$ cat src/rtl/ram_sched.sv
// DRAM cycle scheduler and refresh arbiter for the FSB main-memory controller.
// Every output is registered from the current state, so each strobe follows its state by one edge.
module ram_sched #(
    parameter int unsigned RAS_CYC = 2,
    parameter int unsigned CAS_CYC = 2,
    parameter int unsigned REF_CYC = 3,
    parameter int unsigned PRE_CYC = 2
) (
    input  logic CLK_FSB,
    input  logic nRES,
    input  logic BACT,
    input  logic RAMCS,
    input  logic nWE,
    input  logic nLDS,
    input  logic nUDS,
    input  logic RefReq,
    input  logic RefUrgent,
    output logic RefAck,
    output logic nRAS,
    output logic nCAS,
    output logic RASMux,
    output logic nRAMLWE,
    output logic nRAMUWE,
    output logic Ready
);

    localparam int unsigned MAX_AC  = (RAS_CYC > CAS_CYC) ? RAS_CYC : CAS_CYC;
    localparam int unsigned MAX_RP  = (REF_CYC > PRE_CYC) ? REF_CYC : PRE_CYC;
    localparam int unsigned MAX_CYC = (MAX_AC > MAX_RP) ? MAX_AC : MAX_RP;
    localparam int unsigned CW      = $clog2(MAX_CYC + 1);

    localparam logic [CW-1:0] RAS_LD = CW'(RAS_CYC);
    localparam logic [CW-1:0] CAS_LD = CW'(CAS_CYC);
    localparam logic [CW-1:0] REF_LD = CW'(REF_CYC);
    localparam logic [CW-1:0] PRE_LD = CW'(PRE_CYC);
    localparam logic [CW-1:0] ONE    = CW'(1);

    typedef enum logic [2:0] {
        IDLE,
        ACC_RAS,
        ACC_MUX,
        ACC_CAS,
        ACC_WAIT,
        REF_CAS,
        REF_RAS,
        PRE
    } state_t;

    state_t        state_q, state_d;
    logic [CW-1:0] cnt_q, cnt_d;
    logic          nras_q, nras_d;
    logic          ncas_q, ncas_d;
    logic          mux_q, mux_d;
    logic          lwe_q, lwe_d;
    logic          uwe_q, uwe_d;
    logic          rdy_q, rdy_d;
    logic          ack_q, ack_d;

    logic          last;
    logic          acc_req;

    assign last    = (cnt_q == ONE);
    assign acc_req = BACT && RAMCS;

    always_comb begin
        state_d = state_q;
        cnt_d   = cnt_q;
        unique case (state_q)
            IDLE: begin
                if (RefUrgent) begin
                    state_d = REF_CAS;
                end else if (acc_req) begin
                    state_d = ACC_RAS;
                    cnt_d   = RAS_LD;
                end else if (RefReq) begin
                    state_d = REF_CAS;
                end
            end
            ACC_RAS: begin
                if (!BACT) begin
                    state_d = PRE;
                    cnt_d   = PRE_LD;
                end else if (last) begin
                    state_d = ACC_MUX;
                end else begin
                    cnt_d = cnt_q - ONE;
                end
            end
            ACC_MUX: begin
                if (!BACT) begin
                    state_d = PRE;
                    cnt_d   = PRE_LD;
                end else begin
                    state_d = ACC_CAS;
                    cnt_d   = CAS_LD;
                end
            end
            ACC_CAS: begin
                if (!BACT) begin
                    state_d = PRE;
                    cnt_d   = PRE_LD;
                end else if (last) begin
                    state_d = ACC_WAIT;
                end else begin
                    cnt_d = cnt_q - ONE;
                end
            end
            ACC_WAIT: begin
                if (!BACT) begin
                    state_d = PRE;
                    cnt_d   = PRE_LD;
                end
            end
            REF_CAS: begin
                state_d = REF_RAS;
                cnt_d   = REF_LD;
            end
            REF_RAS: begin
                if (last) begin
                    state_d = PRE;
                    cnt_d   = PRE_LD;
                end else begin
                    cnt_d = cnt_q - ONE;
                end
            end
            PRE: begin
                if (last) begin
                    state_d = IDLE;
                end else begin
                    cnt_d = cnt_q - ONE;
                end
            end
            default: begin
                state_d = PRE;
                cnt_d   = PRE_LD;
            end
        endcase
    end

    // Ready and the write enables drop on the same edge BACT is seen low, ahead of the strobes.
    always_comb begin
        nras_d = !(state_q inside {ACC_RAS, ACC_MUX, ACC_CAS, ACC_WAIT, REF_RAS});
        ncas_d = !(state_q inside {ACC_CAS, ACC_WAIT, REF_CAS, REF_RAS});
        mux_d  = state_q inside {ACC_MUX, ACC_CAS, ACC_WAIT};
        ack_d  = (state_q == REF_CAS);
        rdy_d  = BACT && (((state_q == ACC_CAS) && last) || (state_q == ACC_WAIT));
        lwe_d  = 1'b1;
        uwe_d  = 1'b1;
        if (state_q == ACC_MUX && BACT) begin
            lwe_d = nWE | nLDS;
            uwe_d = nWE | nUDS;
        end else if ((state_q inside {ACC_CAS, ACC_WAIT}) && BACT) begin
            lwe_d = lwe_q;
            uwe_d = uwe_q;
        end
    end

    always_ff @(posedge CLK_FSB or negedge nRES) begin
        if (!nRES) begin
            state_q <= PRE;
            cnt_q   <= PRE_LD;
            nras_q  <= 1'b1;
            ncas_q  <= 1'b1;
            mux_q   <= 1'b0;
            lwe_q   <= 1'b1;
            uwe_q   <= 1'b1;
            rdy_q   <= 1'b0;
            ack_q   <= 1'b0;
        end else begin
            state_q <= state_d;
            cnt_q   <= cnt_d;
            nras_q  <= nras_d;
            ncas_q  <= ncas_d;
            mux_q   <= mux_d;
            lwe_q   <= lwe_d;
            uwe_q   <= uwe_d;
            rdy_q   <= rdy_d;
            ack_q   <= ack_d;
        end
    end

    assign nRAS    = nras_q;
    assign nCAS    = ncas_q;
    assign RASMux  = mux_q;
    assign nRAMLWE = lwe_q;
    assign nRAMUWE = uwe_q;
    assign Ready   = rdy_q;
    assign RefAck  = ack_q;

endmodule
$ cat config.mk
export PLATFORM = sky130hd
export DESIGN_NAME = ram_sched
export DESIGN_NICKNAME = d
export VERILOG_FILES = /design/src/rtl/ram_sched.sv
export SDC_FILE = /design/constraint.sdc
export NUM_CORES = 1
export LEC_CHECK = 0
export ABC_CLOCK_PERIOD_IN_PS = 2900
export CORE_MARGIN = 4
export CORE_UTILIZATION = 30
export DETAILED_ROUTE_END_ITERATION = 10
export GPL_TIMING_DRIVEN = 0
export PLACE_DENSITY = 0.53
export SYNTH_ARGS = -nofsm -noshare
export SYNTH_HDL_FRONTEND = slang
export SYNTH_SLANG_ARGS = --single-unit
$ cat constraint.sdc
create_clock -name CLK_FSB -period 2.9 [get_ports CLK_FSB]
set_input_delay 0.58 -clock CLK_FSB [delete_from_list [all_inputs] [get_ports CLK_FSB]]
set_output_delay 0.58 -clock CLK_FSB [all_outputs]
set_load 0.01 [all_outputs]
# Yosys cells after proc, flatten, opt, wreduce, memory -nomap -nowiden
# Cells that the tools add are included.
[word_totals]
inputBits = 9
regBits = 12
[classes]
bitwise = 2
n_mux = 22
add_sub_neg = 1
n_reduce_logical = 16
eq_ne = 17
[ops]
columns = ["op", "count"]
rows = [
  ["2-to-1 mux 3 bit", 11],
  ["case mux 3 bit (8 select lines)", 1],
  ["case mux 2 bit (7 select lines)", 1],
  ["== test 3 bit, second input constant", 4],
  ["2-to-1 mux 2 bit", 6],
  ["inequality test 2 bit, second input constant", 6],
  ["== test 3 x 2 -> 1 bit, second input constant", 2],
  ["inequality test 3 bit, second input constant", 2],
  ["AND reduction 6 bit", 1],
  ["logical AND 1 bit", 5],
  ["nonzero test 5 bit", 1],
  ["inequality test 4 bit, second input constant", 1],
  ["nonzero test 4 bit", 1],
  ["== test 3 x 1 -> 1 bit, second input constant", 1],
  ["logical NOT 3 bit", 1],
  ["2-to-1 mux 1 bit", 3],
  ["AND reduction 3 bit", 1],
  ["nonzero test 3 bit", 1],
  ["== test 2 x 1 -> 1 bit, second input constant", 1],
  ["logical NOT 1 bit", 2],
  ["bitwise OR 1 bit", 2],
  ["nonzero test 2 bit", 1],
  ["OR reduction 2 bit", 1],
  ["subtractor 2 x 1 -> 2 bit, second input constant", 1],
  ["logical OR 1 bit", 1],
]

# Logic depth before layout (Yosys ltp)
[depth]
word_depth = 5
depth_mapped = 5
ltp_nobuf = 5

# Worst setup path before layout
# OpenSTA, ideal clock, no wires.
[synth_path]
kind = "input port to flip-flop"
startpoint = "in BACT"
endpoint = "reg cnt_q[0]"
path_slack_ps = 1439
cell_stages = 4
setup_time_ps = 126
n_path_buf = 1
t_arrival_ps = 1335
cell_sequence = "buf_6 > nand2_2 > o311a_1 > a221o_1"
[synth_via]
elab_chain_cells = 3
elab_cells_between_ends = 6
classes_between = "eq/ne: 2; mux: 2; reduce/logical: 2"
[synth_lines]
columns = ["item", "line_no", "source"]
rows = [
  ["start: declaration", "11", "input logic BACT,"],
  ["logical AND 1 bit", "63", "assign acc_req = BACT && RAMCS;"],
  ["inequality test 2 bit (no source line)", "--", ""],
  ["AND reduction 3 bit (no source line)", "--", ""],
  ["end signal: assignment", "171", "cnt_q <= cnt_d;"],
  ["end: declaration", "50", "logic [CW-1:0] cnt_q, cnt_d;"],
]
# Parallel ways exist; a longest one is shown, timed or not.
# A chain may end at the register's enable or synchronous reset.

# Worst setup path in the final report
[layout_path]
startpoint = "reg lwe_q, in the netlist nRAMLWE"
endpoint = "out nRAMLWE"
[layout_rtl]
columns = ["item", "line_no", "source"]
rows = [
  ["start: declaration", "54", "logic lwe_q, lwe_d;"],
  ["start signal: assignment", "175", "lwe_q <= lwe_d;"],
  ["end: declaration", "22", "output logic nRAMLWE,"],
]
# No word-level cell between the ends.

==> summary.txt <==
Layout
  • Final Instance Area: 957 µm²
  • # diodes: 0
  • Layout area overhead: 30.1%
  • Most frequent cells in the layout: clkdlybuf4s50_1, nand2b_1, dfstp_2
  • Area of the multi-input gates: 373 µm²
  • Register Area: 310 µm²
  • Fillers: 230
  • Commonest non-fill, non-tap cell in the layout: clkdlybuf4s50_1
  • Nets: 109
  • Layout cells sized above 1: 0.208

GRT
  • Total GRT Usage: 0.114
  • Grt ovf: 0
  • First-pass GRT wire length: 2870 µm
  • Initial antenna violation count: 0
  • Number of global-route vias before repair: 618
  • Pin count of the biggest net entering global routing: 13

Worst setup path
  • Top delay family on crit path: flip-flops
  • Critical Path Start: nRAMLWE
  • Kind of end point of the critical path: primary output
  • Worst path max stage delay: 540 ps
  • CP Buf/Inv Count: 1
  • WS Path Type: register to primary output
  • WP data required: 2320 ps
  • R2r endpoint: state_q[0]
  • RR Startpoint: cnt_q[1]
  • CP Launch Type: register
  • CP Max Fanout: 2
  • Reg2Reg Depth: 5
  • Worst EP arrival: 1340 ps
  • Critical-path top delay cell: dfstp_2
  • R2r setup slk: 1430 ps
  • Critical path cell sequence: clkdlybuf4s50_1

Clock network
  • Cts hold-fix bufs: 0
  • Setup bufs post-CTS: 0
  • Later-pin clock latency in the skew report: 280 ps
  • CTS Buf Count: 3
  • H-tree levels: 1
  • CTS Buffer Depth: 2
  • # clock sinks: 12
  • Root buf cell: clkbuf_4
  • Post_cts resized: 0
  • Clock-pin transition on the worst setup and hold timing paths: 80 ps
  • CTS tree: done

Floorplan
  • Die H: 57.5 µm
  • Core Box Area: 0.00228 mm²
  • Num rows: 17
  • Starting Density: 0.323
  • Die width: 57.5 µm
  • IO Pins: 16
  • Die area: 0.00331 mm²

Detailed routing
  • Vias per cell: 4.99
  • Post-route DRC: 0
  • Routed wire length: 1590 µm
  • WL per Instance: 12.8 µm
  • Via Count: 619
  • Post-DRT Antenna Nets: 0
  • Initial DRT Pass Iterations: 4
  • Detailed Route Iter0 Violations: 5

Placed design
  • Cell Area, Placed: 921 µm²
  • Hpwl dp: 1210 µm
  • RePlAce Congestion: 0.709
  • Port Buf Inserts: 15

Logic synthesis
  • Main synth FF type: dfstp_2
  • Post-synth EDFFs: 0
  • Synth cell types: 32
  • Ys async rst share: 1.00
  • Syn Area/Cell: 9.55 µm²
  • Yosys warning count: 0
  • Post-synth top area share: 0.286
  • Synthesis-stage register bit count: 12
  • Sequential element share of the synthesized area: 0.422
  • Netlist Area Pre-Place: 736 µm²
  • Synth top area cells: dfstp_2, dfrtp_1, nand2b_1
  • Post-synth top area cell: dfstp_2
  • Cell count after synthesis: 77
  • Post-Syn Nets: 89

STA
  • Final Cycle Share: 0.661
  • Final Hold Viols: 0
  • Max Slew Vio Count: 0
  • Max_slew headroom: 0.656
  • # setup viols final: 0
  • Fin Setup TNS: 0 ps
  • RSZ-0062 raised after global routing: no
  • Min Hold Slack: 518 ps
  • Least-Margin Pin Slew: 514 ps
  • Peak Freq: 522 MHz
  • Final Critical Period: 1920 ps
  • Layout Skew: 2.41 ps

Hold path
  • Hold Crit Class: register to register
  • Hold path start: cnt_q[1]
  • Hold EP: cnt_q[1]
  • Hold Path Depth: 2

Power and ir drop
  • Leak pwr: 0.000407 µW
  • Worst vdd ir: 0.000291 V
  • Pwr dens: 897 mW/mm²

Job
  • Max-cap violations: 0

Outcome
  • Status: finished clean
-- per-layer routing --
metal  global-route usage  routed length (µm)  share of wire
met3               0.0339                 100          0.063
met4               0.0795                  27          0.017
met5                    0                   0              0
met1                0.146                 736           0.46
met2                0.161                 726           0.46
-- final cells by class --
| class | count | area share |
|---|---|---|
| inverters | 5 | 0.0196 |
| clock buffers | 4 | 0.0379 |
| multi-input cells | 55 | 0.390 |
| flip-flops and latches | 12 | 0.324 |
| repair buffers | 15 | 0.157 |
| plain buffers | 5 | 0.0353 |
| well taps | 28 | 0.0366 |
-- where the power goes --
part | internal [µW] | switching [µW] | leakage (µW)
clock | 76.4 | 57.2 | 0.0000210
sequential | 254 | 39.2 | 0.000137
combinational | 215 | 218 | 0.000249
total | 545 | 314 | 0.000407
-- cell families after synthesis --
kind of cell             Yosys count  share of synthesized area
AO/OA/AOI/OAI                     24                      0.243
buffers and inverters             10                     0.0714
flip-flops                        12                      0.422
adder cells (fa/ha/maj)            3                     0.0510
AND/OR/NAND/NOR                   28                      0.213
-- registers in the layout (all words and copies together), names as in the netlist --
register,cells
state_q,3
cnt_q,2
RASMux,1
Ready,1
RefAck,1
nCAS,1
nRAMLWE,1
nRAMUWE,1
nRAS,1
-- through the flow --
stage	util	std cells	total power (µW)	worst slack, ps
2_1_floorplan	-	77	597	1440
3_3_place_gp	0.405	120	727	827
3_5_place_dp	0.405	120	733	796
4_1_cts	0.421	124	869	968
5_1_grt	0.421	124	948	947
6_report	0.421	124	859	983
-- how the worst max path moves through the flow --
stage	end	slack, ps	cells past startpoint
after floorplan	cnt_q[0]	1440	4
final	nRAMLWE	980	1
after detailed placement	cnt_q[0]	800	5
after CTS	nRAMLWE	970	1
after global routing	nRAMLWE	950	1
after global placement	cnt_q[0]	830	5
-- synthesized netlist by cell type (2+ instances only) --
master / number
a211oi_1: 2
a21oi_1: 4
a2bb2oi_1: 2
buf_2: 3
dfrtp_1: 4
dfstp_2: 8
ha_1: 3
inv_1: 5
nand2_1: 4
nand2b_1: 8
nor2_1: 6
o21ai_0: 4
o221a_2: 2
o22a_1: 2
o31ai_1: 2
or2b_1: 2
No activity file was read; power rests on OpenSTA's default activity.
